==> src/rtl/bitstream_field_reader_if.sv <==
// Handshake bundle for the bitstream field reader: byte input, field requests,
// field output and the fill level.
interface bitstream_field_reader_if;
    logic [7:0] in_data;
    logic       in_valid;
    logic       in_ready;
    logic       req_valid;
    logic [3:0] req_len;
    logic       req_ready;
    logic       align;
    logic [7:0] out_data;
    logic       out_valid;
    logic       out_ready;
    logic [4:0] bits_avail;

    modport slave (
        input  in_data, in_valid, req_valid, req_len, align, out_ready,
        output in_ready, req_ready, out_data, out_valid, bits_avail
    );

    modport master (
        output in_data, in_valid, req_valid, req_len, align, out_ready,
        input  in_ready, req_ready, out_data, out_valid, bits_avail
    );
endinterface

==> src/rtl/bitstream_field_reader.sv <==
// Two-byte window over an incoming byte stream that serves LSB-first fields of
// 1..8 bits through a 16-bit right funnel shifter.
module funnel_shifter (
    input  logic [15:0] i,
    input  logic [3:0]  n,
    output logic [7:0]  o
);
    logic [15:0] shifted;

    assign shifted = i >> n;
    assign o       = shifted[7:0];
endmodule

module bitstream_field_reader (
    input  logic                     clk,
    input  logic                     rst,
    bitstream_field_reader_if.slave  bus
);
    logic [7:0]  lo_reg, lo_next;
    logic [7:0]  hi_reg, hi_next;
    logic        lo_v_reg, lo_v_next;
    logic        hi_v_reg, hi_v_next;
    logic [2:0]  ptr_reg, ptr_next;
    logic [7:0]  out_data_reg, out_data_next;
    logic        out_valid_reg, out_valid_next;

    logic [15:0] window;
    logic [7:0]  field;
    logic [3:0]  eff_len;
    logic [7:0]  field_mask;
    logic [3:0]  bit_sum;
    logic        both_valid;
    logic        in_ready;
    logic        req_ready;
    logic        in_fire;
    logic        req_fire;
    logic [4:0]  byte_bits;

    assign window = {hi_reg, lo_reg};

    funnel_shifter u_shift (
        .i (window),
        .n ({1'b0, ptr_reg}),
        .o (field)
    );

    // Lengths above 8 clamp to a full byte; 0 yields an empty field.
    assign eff_len = (bus.req_len > 4'd8) ? 4'd8 : bus.req_len;

    generate
        for (genvar gi = 0; gi < 8; gi++) begin : g_mask
            assign field_mask[gi] = (eff_len > 4'(gi));
        end
    endgenerate

    assign bit_sum    = {1'b0, ptr_reg} + eff_len;
    assign both_valid = lo_v_reg && hi_v_reg;

    // A consume needs both bytes, which also blocks byte input that cycle.
    assign in_ready  = !both_valid && !bus.align;
    assign req_ready = both_valid && !bus.align && (!out_valid_reg || bus.out_ready);
    assign in_fire   = bus.in_valid && in_ready;
    assign req_fire  = bus.req_valid && req_ready;

    assign byte_bits = {1'b0, lo_v_reg && hi_v_reg, lo_v_reg ^ hi_v_reg, 2'b00} << 1;

    assign bus.in_ready   = in_ready;
    assign bus.req_ready  = req_ready;
    assign bus.out_data   = out_data_reg;
    assign bus.out_valid  = out_valid_reg;
    assign bus.bits_avail = byte_bits - {2'b00, ptr_reg};

    always_comb begin
        lo_next        = lo_reg;
        hi_next        = hi_reg;
        lo_v_next      = lo_v_reg;
        hi_v_next      = hi_v_reg;
        ptr_next       = ptr_reg;
        out_data_next  = out_data_reg;
        out_valid_next = out_valid_reg;

        if (in_fire) begin
            if (!lo_v_reg) begin
                lo_next   = bus.in_data;
                lo_v_next = 1'b1;
            end else begin
                hi_next   = bus.in_data;
                hi_v_next = 1'b1;
            end
        end

        if (req_fire) begin
            out_data_next  = field & field_mask;
            out_valid_next = 1'b1;
            ptr_next       = bit_sum[2:0];
            if (bit_sum[3]) begin
                lo_next   = hi_reg;
                hi_v_next = 1'b0;
            end
        end else if (bus.out_ready) begin
            out_valid_next = 1'b0;
        end

        // Align drops the partly read low byte; a fresh byte boundary is a no-op.
        if (bus.align && lo_v_reg && (ptr_reg != 3'd0)) begin
            lo_next   = hi_reg;
            lo_v_next = hi_v_reg;
            hi_v_next = 1'b0;
            ptr_next  = 3'd0;
        end
    end

    always_ff @(posedge clk) begin
        if (rst) begin
            lo_reg        <= 8'h00;
            hi_reg        <= 8'h00;
            lo_v_reg      <= 1'b0;
            hi_v_reg      <= 1'b0;
            ptr_reg       <= 3'd0;
            out_data_reg  <= 8'h00;
            out_valid_reg <= 1'b0;
        end else begin
            lo_reg        <= lo_next;
            hi_reg        <= hi_next;
            lo_v_reg      <= lo_v_next;
            hi_v_reg      <= hi_v_next;
            ptr_reg       <= ptr_next;
            out_data_reg  <= out_data_next;
            out_valid_reg <= out_valid_next;
        end
    end
endmodule

==> src/flat_wrapper.sv <==
// flat-port wrapper written by rule: the top's interface ports become plain ports
module bitstream_field_reader_flat 
  (clk, rst, bus_in_data, bus_in_valid, bus_req_valid, bus_req_len, bus_align, bus_out_ready, bus_in_ready, bus_req_ready, bus_out_data, bus_out_valid, bus_bits_avail);
  bitstream_field_reader_if bus_i ();
  input  logic clk;
  input  logic rst;
  input wire logic [$bits(bus_i.in_data)-1:0] bus_in_data;
  input wire logic [$bits(bus_i.in_valid)-1:0] bus_in_valid;
  input wire logic [$bits(bus_i.req_valid)-1:0] bus_req_valid;
  input wire logic [$bits(bus_i.req_len)-1:0] bus_req_len;
  input wire logic [$bits(bus_i.align)-1:0] bus_align;
  input wire logic [$bits(bus_i.out_ready)-1:0] bus_out_ready;
  output wire logic [$bits(bus_i.in_ready)-1:0] bus_in_ready;
  output wire logic [$bits(bus_i.req_ready)-1:0] bus_req_ready;
  output wire logic [$bits(bus_i.out_data)-1:0] bus_out_data;
  output wire logic [$bits(bus_i.out_valid)-1:0] bus_out_valid;
  output wire logic [$bits(bus_i.bits_avail)-1:0] bus_bits_avail;
  assign bus_i.in_data = bus_in_data;
  assign bus_i.in_valid = bus_in_valid;
  assign bus_i.req_valid = bus_req_valid;
  assign bus_i.req_len = bus_req_len;
  assign bus_i.align = bus_align;
  assign bus_i.out_ready = bus_out_ready;
  assign bus_in_ready = bus_i.in_ready;
  assign bus_req_ready = bus_i.req_ready;
  assign bus_out_data = bus_i.out_data;
  assign bus_out_valid = bus_i.out_valid;
  assign bus_bits_avail = bus_i.bits_avail;
  bitstream_field_reader u_core (.clk(clk), .rst(rst), .bus(bus_i));
endmodule
==> config.mk <==
export PLATFORM = sky130hd
export DESIGN_NAME = bitstream_field_reader_flat
export DESIGN_NICKNAME = d
export VERILOG_FILES = /design/src/rtl/bitstream_field_reader_if.sv /design/src/rtl/bitstream_field_reader.sv /design/src/flat_wrapper.sv
export SDC_FILE = /design/constraint.sdc
export NUM_CORES = 1
export LEC_CHECK = 0
export BUFFER_PORTS_ARGS = -buffer_cell sky130_fd_sc_hd__buf_2
export CELL_PAD_IN_SITES_DETAIL_PLACEMENT = 1
export CELL_PAD_IN_SITES_GLOBAL_PLACEMENT = 2
export CORE_AREA = 2 2 75 77
export DETAILED_ROUTE_END_ITERATION = 8
export DIE_AREA = 0 0 77 79
export PLACE_DENSITY_LB_ADDON = 0.3
export REMOVE_ABC_BUFFERS = 1
export SYNTH_ARGS = -nofsm -noshare
export SYNTH_HDL_FRONTEND = slang
export SYNTH_SLANG_ARGS = --single-unit
==> constraint.sdc <==
create_clock -name clk -period 3.8 [get_ports clk]
set_input_delay 0.19 -clock clk [delete_from_list [all_inputs] [get_ports clk]]
set_output_delay 0.19 -clock clk [all_outputs]
set_load 0.02 [all_outputs]
==> summary.txt <==
Floorplan
  • Die area: 6080 um^2
  • Chip Width: 77 um
  • Site Rows: 27
  • Core area: 5340 um^2
  • Chip height: 79 um
  • Initial Util: 35.4%
  • Io pins: 34

Logic synthesis
  • EDFF count, synth: 0
  • Seq/Total Area, Yosys: 31.8%
  • Post-synthesis register bit count: 30
  • Post-Synth XOR/XNOR Area: 1.39%
  • Syn Inst Count: 199
  • Post-synthesis compound-gate area fraction: 15.7%
  • Post-Syn Area: 1890 um^2
  • Post-Synth Simple-Gate Area: 19.2%
  • Post-Synth Adder-Cell Area: 4.64%
  • Post-synth top area cell: dfxtp_1
  • Synth warn: 0
  • Post-synth top cells: dfxtp_1 (30), nor2_1 (28), nand2_1 (22)
  • Netlist cell types: 46
  • Mux share of post-synthesis cell area: 22.3%
  • Synth top area share: 31.8%
  • Most numerous cell in the Yosys netlist: dfxtp_1
  • FFs w/ async S/R, synth: 0%
  • Mean Syn Cell Area: 9.49 um^2
  • Largest cells by area after synthesis: dfxtp_1 (32%), mux4_2 (9.5%), mux2i_1 (9.0%)
  • Primary FF master, synth: dfxtp_1
  • Largest family of logic cells by synthesized area: multiplexers

Flow run
  • Number of max-cap violations: 0

Finish
  • Multi-input gate area: 1200 um^2
  • Finished Layout Cells: 303
  • P&R area growth vs syn: 16.7%
  • Register area: 601 um^2
  • N_diodes: 0
  • Layout cell share with drive strength beyond 1: 25.1%
  • Fin nets: 255
  • FILL cells: 649

STA
  • Fmax: 390 MHz
  • RSZ-0062 raised after global routing: no
  • Fin Setup TNS: 0 ns
  • Post-route clock period utilization: 67.5%
  • Tmin final: 2.57 ns
  • Post-route setup slack: 1.23 ns
  • Skew final: 0.00319 ns
  • # setup viols final: 0
  • Slew HR: 51.7%
  • Hold Vio Cnt, Final: 0
  • Slew Limit Fails: 0
  • Worst Max-Slew Pin Slew: 0.724 ns

Status
  • Status: finished, final reports clean

CTS
  • CTS root buf: clkbuf_8
  • Later-pin clock latency in the skew report: 0.29 ns
  • CTS clk-pin slew, worst paths: 0.06 ns
  • Clock sinks: 30
  • # H-tree levels: 2
  • Num CTS Buffers: 5
  • Longest Clk Path Bufs: 2
  • CTS tree: built
  • Cts repair resizes: 0
  • Hold-fix buffers at CTS: 0
  • Post-CTS Setup Inserts: 0

Critical path
  • CP cell instances: inv_1 > ha_1 > ha_1 > inv_1 > nand3_1 > o31a_1 > o221a_1
  • Largest fanout on the critical path: 16
  • CP startpoint kind: register
  • CP Class: reg2reg
  • Critical Path RT: 3.97 ns
  • CP Buf/Inv Count: 2
  • Slowest CP cell: dfxtp_1
  • Crit end category: register
  • Crit-path leading delay family: flip-flops
  • CP peak stage delay: 0.79 ns
  • Arrival time at the worst endpoint: 2.74 ns

Route
  • Drt total wl: 5.01 mm
  • Antenna viol nets, final: 0
  • DRT iter0 DRCs: 71
  • First drt pass iteration count: 4
  • Drc violations: 0
  • Vias per cell: 5.37
  • Routed length per instance: 16.5 um
  • Via count: 1627

Placement
  • GP Congestion: 0.817
  • Pre-CTS setup slack: 1.23 ns
  • Detailed placer's ending HPWL: 3.87 mm
  • IO Port Bufs: 33
  • Placed instance count: 295

Min path
  • Hold Path Class: in2reg

Global routing
  • Grt total ovfl: 0
  • Largest net degree at the start of global routing: 21
  • First-pass GRT wire length: 8.51 mm
  • Global Route Usage Sum: 18.2%
  • Initial antenna violation count: 0
  • Vias in the first global route: 1605

Power
  • Static Leakage: 0.000931 uW
  • Power density cells: 334 nW/um^2
  • Tot Pwr: 737 uW
  • Peak VDD IR: 0.178 mV
-- tightest hold or removal path: stages --
cell	delay, ns
buf_2	0.08
mux2i_1	0.06
nor2_1	0.07
-- stage by stage --
stage	utilization (%)	hold WS, ns	cell area, um^2
global placement	39.3	0.430	2100
CTS	41.3	0.158	2200
finish	41.3	0.155	2200
global route	41.3	0.160	2200
floorplan	-	0.259	1820
detailed placement	39.3	0.440	2100
-- where the power goes --
part,switching (uW),internal (uW),leakage (uW)
clock,124,196,0.0000524
sequential,10.1,323,0.000243
combinational,45.5,39.5,0.000636
-- area by class of cell --
class,count,area share (%)
inverters,7,1.19
repair buffers,35,8.17
flip-flops and latches,30,27.2
clock inverters,1,1.36
multi-input cells,151,54.5
clock buffers,7,3.46
well taps,72,4.09
-- cell families after synthesis --
kind of cell,Yosys count
buffers and inverters,18
muxes,30
adders and majority gates,7
AOI/OAI and AO/OA,37
DFF,30
xor gates and xnor gates,3
and+or+nand+nor,74
-- metal layers --
layer | share of wire (%) | up-vias | wire [um] | GRT usage [%]
met1 | 46 | 794 | 2320 | 23.2
met4 | 1.1 | 0 | 53 | 4.82
li1 | - | 796 | - | -
met3 | 3.6 | 6 | 178 | 3.75
met2 | 49 | 31 | 2450 | 31.4
met5 | 0 | - | 0 | 0
-- worst paths after layout --
check | from | to | slack (ns) | cells past startpoint
worst max register to register | u_core.ptr_reg[0] | u_core.lo_reg[3] | 1.23 | 7
worst max-delay path | u_core.ptr_reg[0] | u_core.lo_reg[3] | 1.23 | 7
worst min register to register | u_core.bus.out_data[5] | u_core.bus.out_data[5] | 0.45 | 1
worst min-delay path | bus_in_data[0] | u_core.hi_reg[0] | 0.16 | 3
-- cell usage in the layout (no fill, tap or decap), types with 4 or more instances in the layout --
cell type,instances
nor2_1,28
ha_1,7
clkbuf_8,5
buf_2,33
mux2_2,4
inv_1,7
a21oi_1,8
nand2_1,22
o221a_1,8
mux2i_1,17
dfxtp_1,30
mux4_2,8
Power figures use the tool's default switching activity.
